$ cat config.mk
export PLATFORM = sky130hd
export DESIGN_NAME = fetch_seq_flat
export DESIGN_NICKNAME = d
export VERILOG_FILES = /design/src/rtl/fetch_seq_pkg.sv /design/src/rtl/fetch_seq_if.sv /design/src/rtl/fetch_seq_byte_asm.sv /design/src/rtl/fetch_seq.sv /design/src/flat_wrapper.sv
export SDC_FILE = /design/constraint.sdc
export NUM_CORES = 1
export LEC_CHECK = 0
export BUFFER_PORTS_ARGS = -buffer_cell sky130_fd_sc_hd__buf_2
export CAP_MARGIN = 20
export CORE_MARGIN = 2
export CORE_UTILIZATION = 57
export DETAILED_ROUTE_END_ITERATION = 10
export HOLD_SLACK_MARGIN = 0.06
export PLACE_DENSITY = 0.82
export SYNTH_ARGS = -nofsm -noshare
export SYNTH_HDL_FRONTEND = slang
export SYNTH_HIERARCHICAL = 1
export SYNTH_SLANG_ARGS = --single-unit
$ cat constraint.sdc
create_clock -name clk -period 6.18 [get_ports clk]
set_clock_uncertainty 0.15 [all_clocks]
set_input_delay 0.309 -clock clk [delete_from_list [all_inputs] [get_ports clk]]
set_output_delay 0.309 -clock clk [all_outputs]
set_load 0.01 [all_outputs]
$ cat src/rtl/fetch_seq_pkg.sv
`default_nettype none
// ----------------------------------------------------------------------
// y86_pkg : Y86-64 icode/status constants and fetch decode helpers
// Rev 1.0
// ----------------------------------------------------------------------
package y86_pkg;

  localparam logic [3:0] I_HALT   = 4'h0;
  localparam logic [3:0] I_NOP    = 4'h1;
  localparam logic [3:0] I_RRMOVQ = 4'h2;
  localparam logic [3:0] I_IRMOVQ = 4'h3;
  localparam logic [3:0] I_RMMOVQ = 4'h4;
  localparam logic [3:0] I_MRMOVQ = 4'h5;
  localparam logic [3:0] I_OPQ    = 4'h6;
  localparam logic [3:0] I_JXX    = 4'h7;
  localparam logic [3:0] I_CALL   = 4'h8;
  localparam logic [3:0] I_RET    = 4'h9;
  localparam logic [3:0] I_PUSHQ  = 4'hA;
  localparam logic [3:0] I_POPQ   = 4'hB;

  localparam logic [1:0] S_AOK = 2'd0;
  localparam logic [1:0] S_HLT = 2'd1;
  localparam logic [1:0] S_ADR = 2'd2;
  localparam logic [1:0] S_INS = 2'd3;

  typedef enum logic [1:0] {
    ST_IDLE  = 2'd0,
    ST_FETCH = 2'd1,
    ST_DONE  = 2'd2
  } fetch_state_e;

  function automatic logic [3:0] ilen(input logic [3:0] icode);
    case (icode)
      I_RRMOVQ, I_OPQ, I_PUSHQ, I_POPQ: ilen = 4'd2;
      I_JXX, I_CALL:                    ilen = 4'd9;
      I_IRMOVQ, I_RMMOVQ, I_MRMOVQ:     ilen = 4'd10;
      default:                          ilen = 4'd1;
    endcase
  endfunction

  function automatic logic ifun_ok(input logic [3:0] icode, input logic [3:0] ifun);
    case (icode)
      I_RRMOVQ, I_JXX: ifun_ok = (ifun <= 4'd6);
      I_OPQ:           ifun_ok = (ifun <= 4'd3);
      I_HALT, I_NOP, I_IRMOVQ, I_RMMOVQ, I_MRMOVQ,
      I_CALL, I_RET, I_PUSHQ, I_POPQ:
                       ifun_ok = (ifun == 4'd0);
      default:         ifun_ok = 1'b0;
    endcase
  endfunction

  function automatic logic has_regs(input logic [3:0] icode);
    case (icode)
      I_RRMOVQ, I_IRMOVQ, I_RMMOVQ, I_MRMOVQ,
      I_OPQ, I_PUSHQ, I_POPQ: has_regs = 1'b1;
      default:                has_regs = 1'b0;
    endcase
  endfunction

endpackage
`default_nettype wire

$ cat src/rtl/fetch_seq_if.sv
`default_nettype none
// ----------------------------------------------------------------------
// fetch_seq_if : core handshake, imem port and decoded result bundle
// Rev 1.0
// ----------------------------------------------------------------------
interface fetch_seq_if;
  logic        start;
  logic [63:0] pc_in;
  logic        busy;
  logic        imem_req;
  logic [63:0] imem_addr;
  logic [7:0]  imem_rdata;
  logic        imem_ack;
  logic        f_valid;
  logic        f_ready;
  logic [3:0]  icode;
  logic [3:0]  ifun;
  logic [3:0]  rA;
  logic [3:0]  rB;
  logic [63:0] valC;
  logic [63:0] valP;
  logic [1:0]  status;

  modport master (
    output start, pc_in, imem_rdata, imem_ack, f_ready,
    input  busy, imem_req, imem_addr, f_valid,
    input  icode, ifun, rA, rB, valC, valP, status
  );

  modport slave (
    input  start, pc_in, imem_rdata, imem_ack, f_ready,
    output busy, imem_req, imem_addr, f_valid,
    output icode, ifun, rA, rB, valC, valP, status
  );
endinterface
`default_nettype wire

$ cat src/rtl/fetch_seq_byte_asm.sv
`default_nettype none
// ----------------------------------------------------------------------
// fetch_byte_asm : places fetched bytes 1..9 into {rA, rB, valC}
// Rev 1.0
// ----------------------------------------------------------------------
module fetch_byte_asm
  import y86_pkg::*;
(
  input  wire logic        clk,
  input  wire logic        rst,
  input  wire logic        clr_i,
  input  wire logic        we_i,
  input  wire logic [3:0]  k_i,
  input  wire logic [3:0]  icode_i,
  input  wire logic [7:0]  byte_i,
  output logic [3:0]       ra_o,
  output logic [3:0]       rb_o,
  output logic [63:0]      valc_o
);

  logic [3:0]  ra_q;
  logic [3:0]  rb_q;
  logic [63:0] valc_q;
  logic        regs_d;
  logic [3:0]  lane_d;

  // valC lane = byte index minus the opcode byte and, if present, the register byte
  always_comb begin
    regs_d = has_regs(icode_i);
    lane_d = k_i - (regs_d ? 4'd2 : 4'd1);
  end

  always_ff @(posedge clk) begin
    if (rst || clr_i) begin
      ra_q   <= 4'hF;
      rb_q   <= 4'hF;
      valc_q <= 64'd0;
    end else if (we_i) begin
      if (regs_d && (k_i == 4'd1)) begin
        ra_q <= byte_i[7:4];
        rb_q <= byte_i[3:0];
      end else begin
        valc_q[8*lane_d +: 8] <= byte_i;
      end
    end
  end

  assign ra_o   = ra_q;
  assign rb_o   = rb_q;
  assign valc_o = valc_q;

endmodule
`default_nettype wire

$ cat src/rtl/fetch_seq.sv
`default_nettype none
// ----------------------------------------------------------------------
// fetch_seq : byte-serial Y86-64 SEQ instruction fetch and decode
// Rev 1.0
// ----------------------------------------------------------------------
module fetch_seq
  import y86_pkg::*;
#(
  parameter int IMEM_SIZE = 4096
) (
  input wire logic   clk,
  input wire logic   rst,
  fetch_seq_if.slave bus
);

  localparam logic [63:0] c_imem_limit = 64'(IMEM_SIZE);

  fetch_state_e state_q;
  logic [63:0]  pc_q;
  logic [3:0]   k_q;
  logic [3:0]   icode_q;
  logic [3:0]   ifun_q;
  logic [63:0]  valp_q;
  logic [1:0]   status_q;
  logic         req_q;
  logic [63:0]  addr_q;
  logic         valid_q;
  logic         busy_q;

  logic [3:0]   k_next_d;
  logic [63:0]  addr_next_d;
  logic [3:0]   len_d;
  logic         byte0_ok_d;
  logic         halt_d;
  logic         byte_ack_d;

  logic [3:0]   w_ra;
  logic [3:0]   w_rb;
  logic [63:0]  w_valc;

  // While byte 0 is arriving the length comes from the byte itself
  always_comb begin
    k_next_d    = k_q + 4'd1;
    addr_next_d = pc_q + {60'd0, k_next_d};
    len_d       = ilen((k_q == 4'd0) ? bus.imem_rdata[7:4] : icode_q);
    byte0_ok_d  = ifun_ok(bus.imem_rdata[7:4], bus.imem_rdata[3:0]);
    halt_d      = (k_q == 4'd0) && (bus.imem_rdata[7:4] == I_HALT);
    byte_ack_d  = (state_q == ST_FETCH) && bus.imem_ack;
  end

  always_ff @(posedge clk) begin
    if (rst) begin
      state_q  <= ST_IDLE;
      pc_q     <= 64'd0;
      k_q      <= 4'd0;
      icode_q  <= 4'd0;
      ifun_q   <= 4'd0;
      valp_q   <= 64'd0;
      status_q <= S_AOK;
      req_q    <= 1'b0;
      addr_q   <= 64'd0;
      valid_q  <= 1'b0;
      busy_q   <= 1'b0;
    end else begin
      case (state_q)
        ST_IDLE: begin
          if (bus.start) begin
            pc_q     <= bus.pc_in;
            k_q      <= 4'd0;
            icode_q  <= 4'd0;
            ifun_q   <= 4'd0;
            valp_q   <= 64'd0;
            status_q <= S_AOK;
            busy_q   <= 1'b1;
            if (bus.pc_in >= c_imem_limit) begin
              status_q <= S_ADR;
              valp_q   <= bus.pc_in;
              valid_q  <= 1'b1;
              state_q  <= ST_DONE;
            end else begin
              req_q    <= 1'b1;
              addr_q   <= bus.pc_in;
              state_q  <= ST_FETCH;
            end
          end
        end
        ST_FETCH: begin
          if (bus.imem_ack) begin
            if (k_q == 4'd0) begin
              icode_q <= bus.imem_rdata[7:4];
              ifun_q  <= bus.imem_rdata[3:0];
            end
            if ((k_q == 4'd0) && !byte0_ok_d) begin
              status_q <= S_INS;
              valp_q   <= addr_next_d;
              req_q    <= 1'b0;
              valid_q  <= 1'b1;
              state_q  <= ST_DONE;
            end else if (k_next_d == len_d) begin
              status_q <= halt_d ? S_HLT : S_AOK;
              valp_q   <= addr_next_d;
              req_q    <= 1'b0;
              valid_q  <= 1'b1;
              state_q  <= ST_DONE;
            end else if (addr_next_d >= c_imem_limit) begin
              // Next byte would fall outside imem: stop before requesting it
              status_q <= S_ADR;
              valp_q   <= addr_next_d;
              req_q    <= 1'b0;
              valid_q  <= 1'b1;
              state_q  <= ST_DONE;
            end else begin
              addr_q <= addr_next_d;
              k_q    <= k_next_d;
            end
          end
        end
        ST_DONE: begin
          if (bus.f_ready) begin
            valid_q <= 1'b0;
            busy_q  <= 1'b0;
            state_q <= ST_IDLE;
          end
        end
        default: state_q <= ST_IDLE;
      endcase
    end
  end

  fetch_byte_asm u_asm (
    .clk     (clk),
    .rst     (rst),
    .clr_i   ((state_q == ST_IDLE) && bus.start),
    .we_i    (byte_ack_d && (k_q != 4'd0)),
    .k_i     (k_q),
    .icode_i (icode_q),
    .byte_i  (bus.imem_rdata),
    .ra_o    (w_ra),
    .rb_o    (w_rb),
    .valc_o  (w_valc)
  );

  assign bus.busy      = busy_q;
  assign bus.imem_req  = req_q;
  assign bus.imem_addr = addr_q;
  assign bus.f_valid   = valid_q;
  assign bus.icode     = icode_q;
  assign bus.ifun      = ifun_q;
  assign bus.rA        = w_ra;
  assign bus.rB        = w_rb;
  assign bus.valC      = w_valc;
  assign bus.valP      = valp_q;
  assign bus.status    = status_q;

endmodule
`default_nettype wire

$ cat src/flat_wrapper.sv
// flat-port wrapper written by rule: the top's interface ports become plain ports
module fetch_seq_flat import y86_pkg::*;
#(
  parameter int IMEM_SIZE = 4096
)
  (clk, rst, bus_start, bus_pc_in, bus_imem_rdata, bus_imem_ack, bus_f_ready, bus_busy, bus_imem_req, bus_imem_addr, bus_f_valid, bus_icode, bus_ifun, bus_rA, bus_rB, bus_valC, bus_valP, bus_status);
  fetch_seq_if bus_i ();
  input wire logic clk;
  input wire logic rst;
  input wire logic [$bits(bus_i.start)-1:0] bus_start;
  input wire logic [$bits(bus_i.pc_in)-1:0] bus_pc_in;
  input wire logic [$bits(bus_i.imem_rdata)-1:0] bus_imem_rdata;
  input wire logic [$bits(bus_i.imem_ack)-1:0] bus_imem_ack;
  input wire logic [$bits(bus_i.f_ready)-1:0] bus_f_ready;
  output wire logic [$bits(bus_i.busy)-1:0] bus_busy;
  output wire logic [$bits(bus_i.imem_req)-1:0] bus_imem_req;
  output wire logic [$bits(bus_i.imem_addr)-1:0] bus_imem_addr;
  output wire logic [$bits(bus_i.f_valid)-1:0] bus_f_valid;
  output wire logic [$bits(bus_i.icode)-1:0] bus_icode;
  output wire logic [$bits(bus_i.ifun)-1:0] bus_ifun;
  output wire logic [$bits(bus_i.rA)-1:0] bus_rA;
  output wire logic [$bits(bus_i.rB)-1:0] bus_rB;
  output wire logic [$bits(bus_i.valC)-1:0] bus_valC;
  output wire logic [$bits(bus_i.valP)-1:0] bus_valP;
  output wire logic [$bits(bus_i.status)-1:0] bus_status;
  assign bus_i.start = bus_start;
  assign bus_i.pc_in = bus_pc_in;
  assign bus_i.imem_rdata = bus_imem_rdata;
  assign bus_i.imem_ack = bus_imem_ack;
  assign bus_i.f_ready = bus_f_ready;
  assign bus_busy = bus_i.busy;
  assign bus_imem_req = bus_i.imem_req;
  assign bus_imem_addr = bus_i.imem_addr;
  assign bus_f_valid = bus_i.f_valid;
  assign bus_icode = bus_i.icode;
  assign bus_ifun = bus_i.ifun;
  assign bus_rA = bus_i.rA;
  assign bus_rB = bus_i.rB;
  assign bus_valC = bus_i.valC;
  assign bus_valP = bus_i.valP;
  assign bus_status = bus_i.status;
  fetch_seq #(.IMEM_SIZE(IMEM_SIZE)) u_core (.clk(clk), .rst(rst), .bus(bus_i));
endmodule
==> flow_summary.rst <==
.. list-table::
   :header-rows: 1

   * - Metric
     - Value
   * - Post-route insts no fill
     - 2,300
   * - Slew Limit Fails
     - 0
   * - Final sum of negative setup slack
     - 0 ns
   * - Required time at the worst-slack endpoint
     - 6.48 ns
   * - Arrival time worst endpoint
     - 5.54 ns
   * - Synthesized net count
     - 1,762
   * - Number of placement rows
     - 56
   * - Core outline area
     - 0.0236 mm²
   * - Highest-count cells in the layout ignoring fill and taps
     - 316 x sky130_fd_sc_hd__nand2_1, 288 x sky130_fd_sc_hd__buf_2, 283 x sky130_fd_sc_hd__dfxtp_1
   * - Most common cell on crit path
     - sky130_fd_sc_hd__buf_4
   * - Clock sink total
     - 283
   * - Critical path endpoint category
     - flip-flop
   * - Kind of critical path
     - flip-flop to flip-flop
   * - Cts bufs inserted
     - 29
   * - Fraction of layout instances using a drive strength above 1
     - 20.8%
   * - Largest vdd supply drop
     - 276 µV
   * - Skew-Pair Late Insertion Delay
     - 0.57 ns
   * - DIE AREA
     - 0.0255 mm²
   * - Part of the total power dissipated in the clock network
     - 43.0%
   * - TritonCTS clock tree
     - built
   * - Class of the tightest hold or removal check
     - input pin to flip-flop
   * - Cell internal pwr
     - 0.00323 W
   * - Least-Margin Pin Slew
     - 1.14 ns
   * - First-pass GRT wire length
     - 66.5 mm
   * - DRC
     - 0
   * - Antenna viol nets, final
     - 0
   * - Register area share after synthesis
     - 41.0%
   * - Average vias per placed instance
     - 5.80
   * - Number of setup buffers added after CTS
     - 0
   * - Post-synthesis sequential element count
     - 283
   * - Synthesis-to-layout area growth
     - 23.4%
   * - H-tree depth
     - 1
   * - # diodes
     - 0
   * - Fraction of post-synthesis cell area in the top cell type by area
     - 41.0%
   * - Library cells used by synthesis
     - 86
   * - Count of final setup violators
     - 0
   * - Buffer levels on the longest clock path
     - 3
   * - Number of I/O port buffers
     - 289
   * - Instance count after placement with tap cells included
     - 2,173
   * - Initial core utilization
     - 58.5%
   * - Number of enable-type register cells in the synthesized netlist
     - 0
   * - Synthesized area per cell
     - 8.26 µm²
   * - Setup repair after global routing missed its margin
     - false
   * - CP max-delay cell
     - sky130_fd_sc_hd__nor3_1
   * - Rel. slew slack
     - 24.2%
   * - Final min period
     - 5.24 ns
   * - Leading cell types by total area after synthesis
     - sky130_fd_sc_hd__dfxtp_1 41%, sky130_fd_sc_hd__nand2_1 8.6%, sky130_fd_sc_hd__mux2i_1 8.0%
   * - Net switching power
     - 0.00115 W
   * - Flop pwr share
     - 45.1%
   * - Max-cap violations
     - 0
   * - Power per cell area
     - 258 mW/mm²
   * - Clock root buffer
     - sky130_fd_sc_hd__clkbuf_16
   * - Hold violation count in the final report
     - 0
   * - Total GRT Usage
     - 31.4%
   * - Leakage power of the design
     - 7.22 nW
   * - Portion of the clock cycle consumed by the worst path in the final layout
     - 84.7%
   * - Cell taking the most area after synthesis
     - sky130_fd_sc_hd__dfxtp_1
   * - Cell Chain, Critical Path
     - nand3_1 -> xnor2_1 -> ha_1 -> o21ai_0 -> o21bai_1 -> buf_4 -> nand4b_1 -> buf_4 -> nor4_1 -> xnor2_1 -> o2111ai_1 -> nor3_1 -> and4_1 -> buf_4 -> nor3_4 -> buf_4 -> and2_1
   * - Wire length per cell after detailed routing
     - 18.1 µm
   * - WL final
     - 41.6 mm
   * - Share of flip-flops with an asynchronous set or reset
     - 0%
   * - Post-synthesis instance area
     - 0.0138 mm²
   * - Sum of buffers and inverters on the critical path
     - 4
   * - Die boundary height
     - 160 µm
   * - Max Fanout on Critical Path
     - 52
   * - Fmax
     - 191 MHz
   * - Clock transition at path regs
     - 0.06 ns
   * - Highest cell delay on the worst timing path
     - 0.69 ns
   * - Number of global-route vias before repair
     - 12,600
   * - Floorplan die width
     - 160 µm
   * - Overall overflow remaining after global route
     - 0
   * - Number of vias in the routed layout
     - 13,300
   * - Final standard cell utilization of the core
     - 72.2%
   * - Largest net degree at the start of global routing
     - 85
   * - Kind of start point of the critical path
     - flip-flop
   * - IO Count
     - 290
   * - Synthesized instance count
     - 1,673
   * - Post-DP HPWL
     - 28.6 mm
   * - Gate family responsible for the most delay along the worst path
     - simple AND/OR/NAND/NOR gates
   * - Share of total power consumed by net switching
     - 26.3%
   * - Number of nets in the finished design
     - 2,047
   * - Ys Warns
     - 6
   * - Iteration count of the initial detailed-routing pass
     - 8
   * - Final Wtd Congestion
     - 1.00
   * - Main synth FF type
     - sky130_fd_sc_hd__dfxtp_1
   * - Starting DRT DRC Count
     - 1,325
   * - Antenna violations before repair
     - 0
   * - Most common library cell in the layout ignoring fill and taps
     - sky130_fd_sc_hd__nand2_1
   * - Result of the run
     - finished clean
   * - Combinational share of power
     - 11.9%
[state kept, by name (all words and copies together) (netlist names)]
| signal | cells |
|---|---|
| u_core/bus.imem_addr | 64 |
| u_core/bus.valP | 64 |
| u_core/pc_q | 64 |
| u_core/u_asm/valc_o | 64 |
| u_core/bus.icode | 4 |
| u_core/bus.ifun | 4 |
| u_core/k_q | 4 |
| u_core/u_asm/ra_o | 4 |
| u_core/u_asm/rb_o | 4 |
| u_core/bus.status | 2 |
| u_core/state_q | 2 |
| u_core/bus.busy | 1 |
| u_core/bus.f_valid | 1 |
| u_core/bus.imem_req | 1 |
[what timing repair did]
| action | in CTS | in global routing |
|---|---|---|
| hold buffers | 73 | 0 |
| resized for setup | 0 | 0 |
| hold endpoints to repair | 163 | 0 |
[routing by layer]
layer	track usage (%)	routed length, µm
met5	0	0
met4	13.4	1730
met3	4.34	3360
met2	53.1	19900
met1	40.3	16600
[tightest hold or removal path: stages]
cell                      delay, ns
sky130_fd_sc_hd__buf_2         0.23
sky130_fd_sc_hd__nand2_1       0.13
sky130_fd_sc_hd__mux2i_1       0.07
[synth_stat cells, types with 4 or more instances]
| library cell | n |
|---|---|
| sky130_fd_sc_hd__a22oi_1 | 6 |
| sky130_fd_sc_hd__buf_2 | 37 |
| sky130_fd_sc_hd__or2_2 | 5 |
| sky130_fd_sc_hd__o21ai_1 | 14 |
| sky130_fd_sc_hd__nand2_1 | 317 |
| sky130_fd_sc_hd__and2_1 | 60 |
| sky130_fd_sc_hd__mux2i_1 | 110 |
| sky130_fd_sc_hd__xnor2_1 | 42 |
| sky130_fd_sc_hd__clkbuf_1 | 70 |
| sky130_fd_sc_hd__buf_1 | 6 |
| sky130_fd_sc_hd__o21ai_0 | 76 |
| sky130_fd_sc_hd__and4_1 | 6 |
| sky130_fd_sc_hd__o211ai_1 | 5 |
| sky130_fd_sc_hd__nand3_1 | 38 |
| sky130_fd_sc_hd__nand2b_1 | 4 |
| sky130_fd_sc_hd__inv_1 | 21 |
| sky130_fd_sc_hd__or3_1 | 6 |
| sky130_fd_sc_hd__nand4b_1 | 7 |
| sky130_fd_sc_hd__a311oi_1 | 5 |
| sky130_fd_sc_hd__nor4_1 | 31 |
| sky130_fd_sc_hd__nor3_1 | 23 |
| sky130_fd_sc_hd__nand3b_1 | 4 |
| sky130_fd_sc_hd__nor2b_1 | 9 |
| sky130_fd_sc_hd__and3_1 | 15 |
| sky130_fd_sc_hd__ha_1 | 10 |
| sky130_fd_sc_hd__nand4_2 | 5 |
| sky130_fd_sc_hd__dfxtp_1 | 283 |
| sky130_fd_sc_hd__nor4_4 | 6 |
| sky130_fd_sc_hd__nand4_1 | 32 |
| sky130_fd_sc_hd__nor2_1 | 141 |
| sky130_fd_sc_hd__a211oi_2 | 8 |
| sky130_fd_sc_hd__nor3b_1 | 4 |
| sky130_fd_sc_hd__or3b_1 | 8 |
| sky130_fd_sc_hd__buf_4 | 6 |
| sky130_fd_sc_hd__a21oi_1 | 121 |
| sky130_fd_sc_hd__or4_1 | 9 |
| sky130_fd_sc_hd__a211oi_1 | 8 |
| sky130_fd_sc_hd__a31oi_1 | 10 |
| sky130_fd_sc_hd__xor2_1 | 30 |
| sky130_fd_sc_hd__o2111ai_1 | 7 |
[worst paths after layout]
path                                                end                             startpoint  cells past startpoint  slack [ns]
hold reg to reg   u_core/bus.imem_addr[46]$_SDFFE_PP0P_  u_core/bus.imem_addr[46]$_SDFFE_PP0P_                      1        0.30
setup / recovery  u_core/bus.imem_addr[39]$_SDFFE_PP0P_             u_core/k_q[2]$_SDFFE_PP0P_                     17        0.94
setup reg to reg  u_core/bus.imem_addr[39]$_SDFFE_PP0P_             u_core/k_q[2]$_SDFFE_PP0P_                     17        0.94
hold / removal     u_core/u_asm/valc_o[38]$_SDFFE_PP0P_                      bus_imem_rdata[6]                      3        0.09
[stage by stage]
step	power [W]	setup slack (ns)	hold slack [ns]	area, µm²
2_1_floorplan	0.00232	2.11	0.287	13800
3_3_place_gp	0.00248	1.28	0.285	15300
3_5_place_dp	0.00249	1.10	0.288	15300
4_1_cts	0.00440	1.07	0.0645	17000
5_1_grt	0.00454	0.598	0.0880	17000
6_report	0.00439	0.944	0.0913	17000
[final cells by class]
type,instances,area (µm²)
sequential,283,5670
fill,1761,6580
timing repair buffer,376,2290
multi-input combinational,1244,7560
clock buffer,35,788
clock inverter,19,248
tap,319,399
inverter,24,90.1
[power groups by stage]
stage / sequential [W] / combinational (W) / clock, W
floorplan: 0.00199 / 0.000330 / 0
global route: 0.00199 / 0.000568 / 0.00198
CTS: 0.00198 / 0.000513 / 0.00191
detailed placement: 0.00202 / 0.000473 / 0
finish: 0.00198 / 0.000521 / 0.00189
global placement: 0.00201 / 0.000464 / 0
[logic make-up (layout without fill, tap and decap cells)]
group / after synthesis / after routing / share of synthesized area (%)
AO/OA/AOI/OAI: 294 / 294 / 13.0
multiplexers: 113 / 113 / 8.24
AND/OR/NAND/NOR: 750 / 750 / 27.1
buffers and inverters: 146 / 454 / 4.58
XOR/XNOR: 75 / 75 / 4.92
flip-flops: 283 / 283 / 41.0
adder cells (fa/ha/maj): 12 / 12 / 1.20
Note: power is estimated with default switching activity, not from simulation.
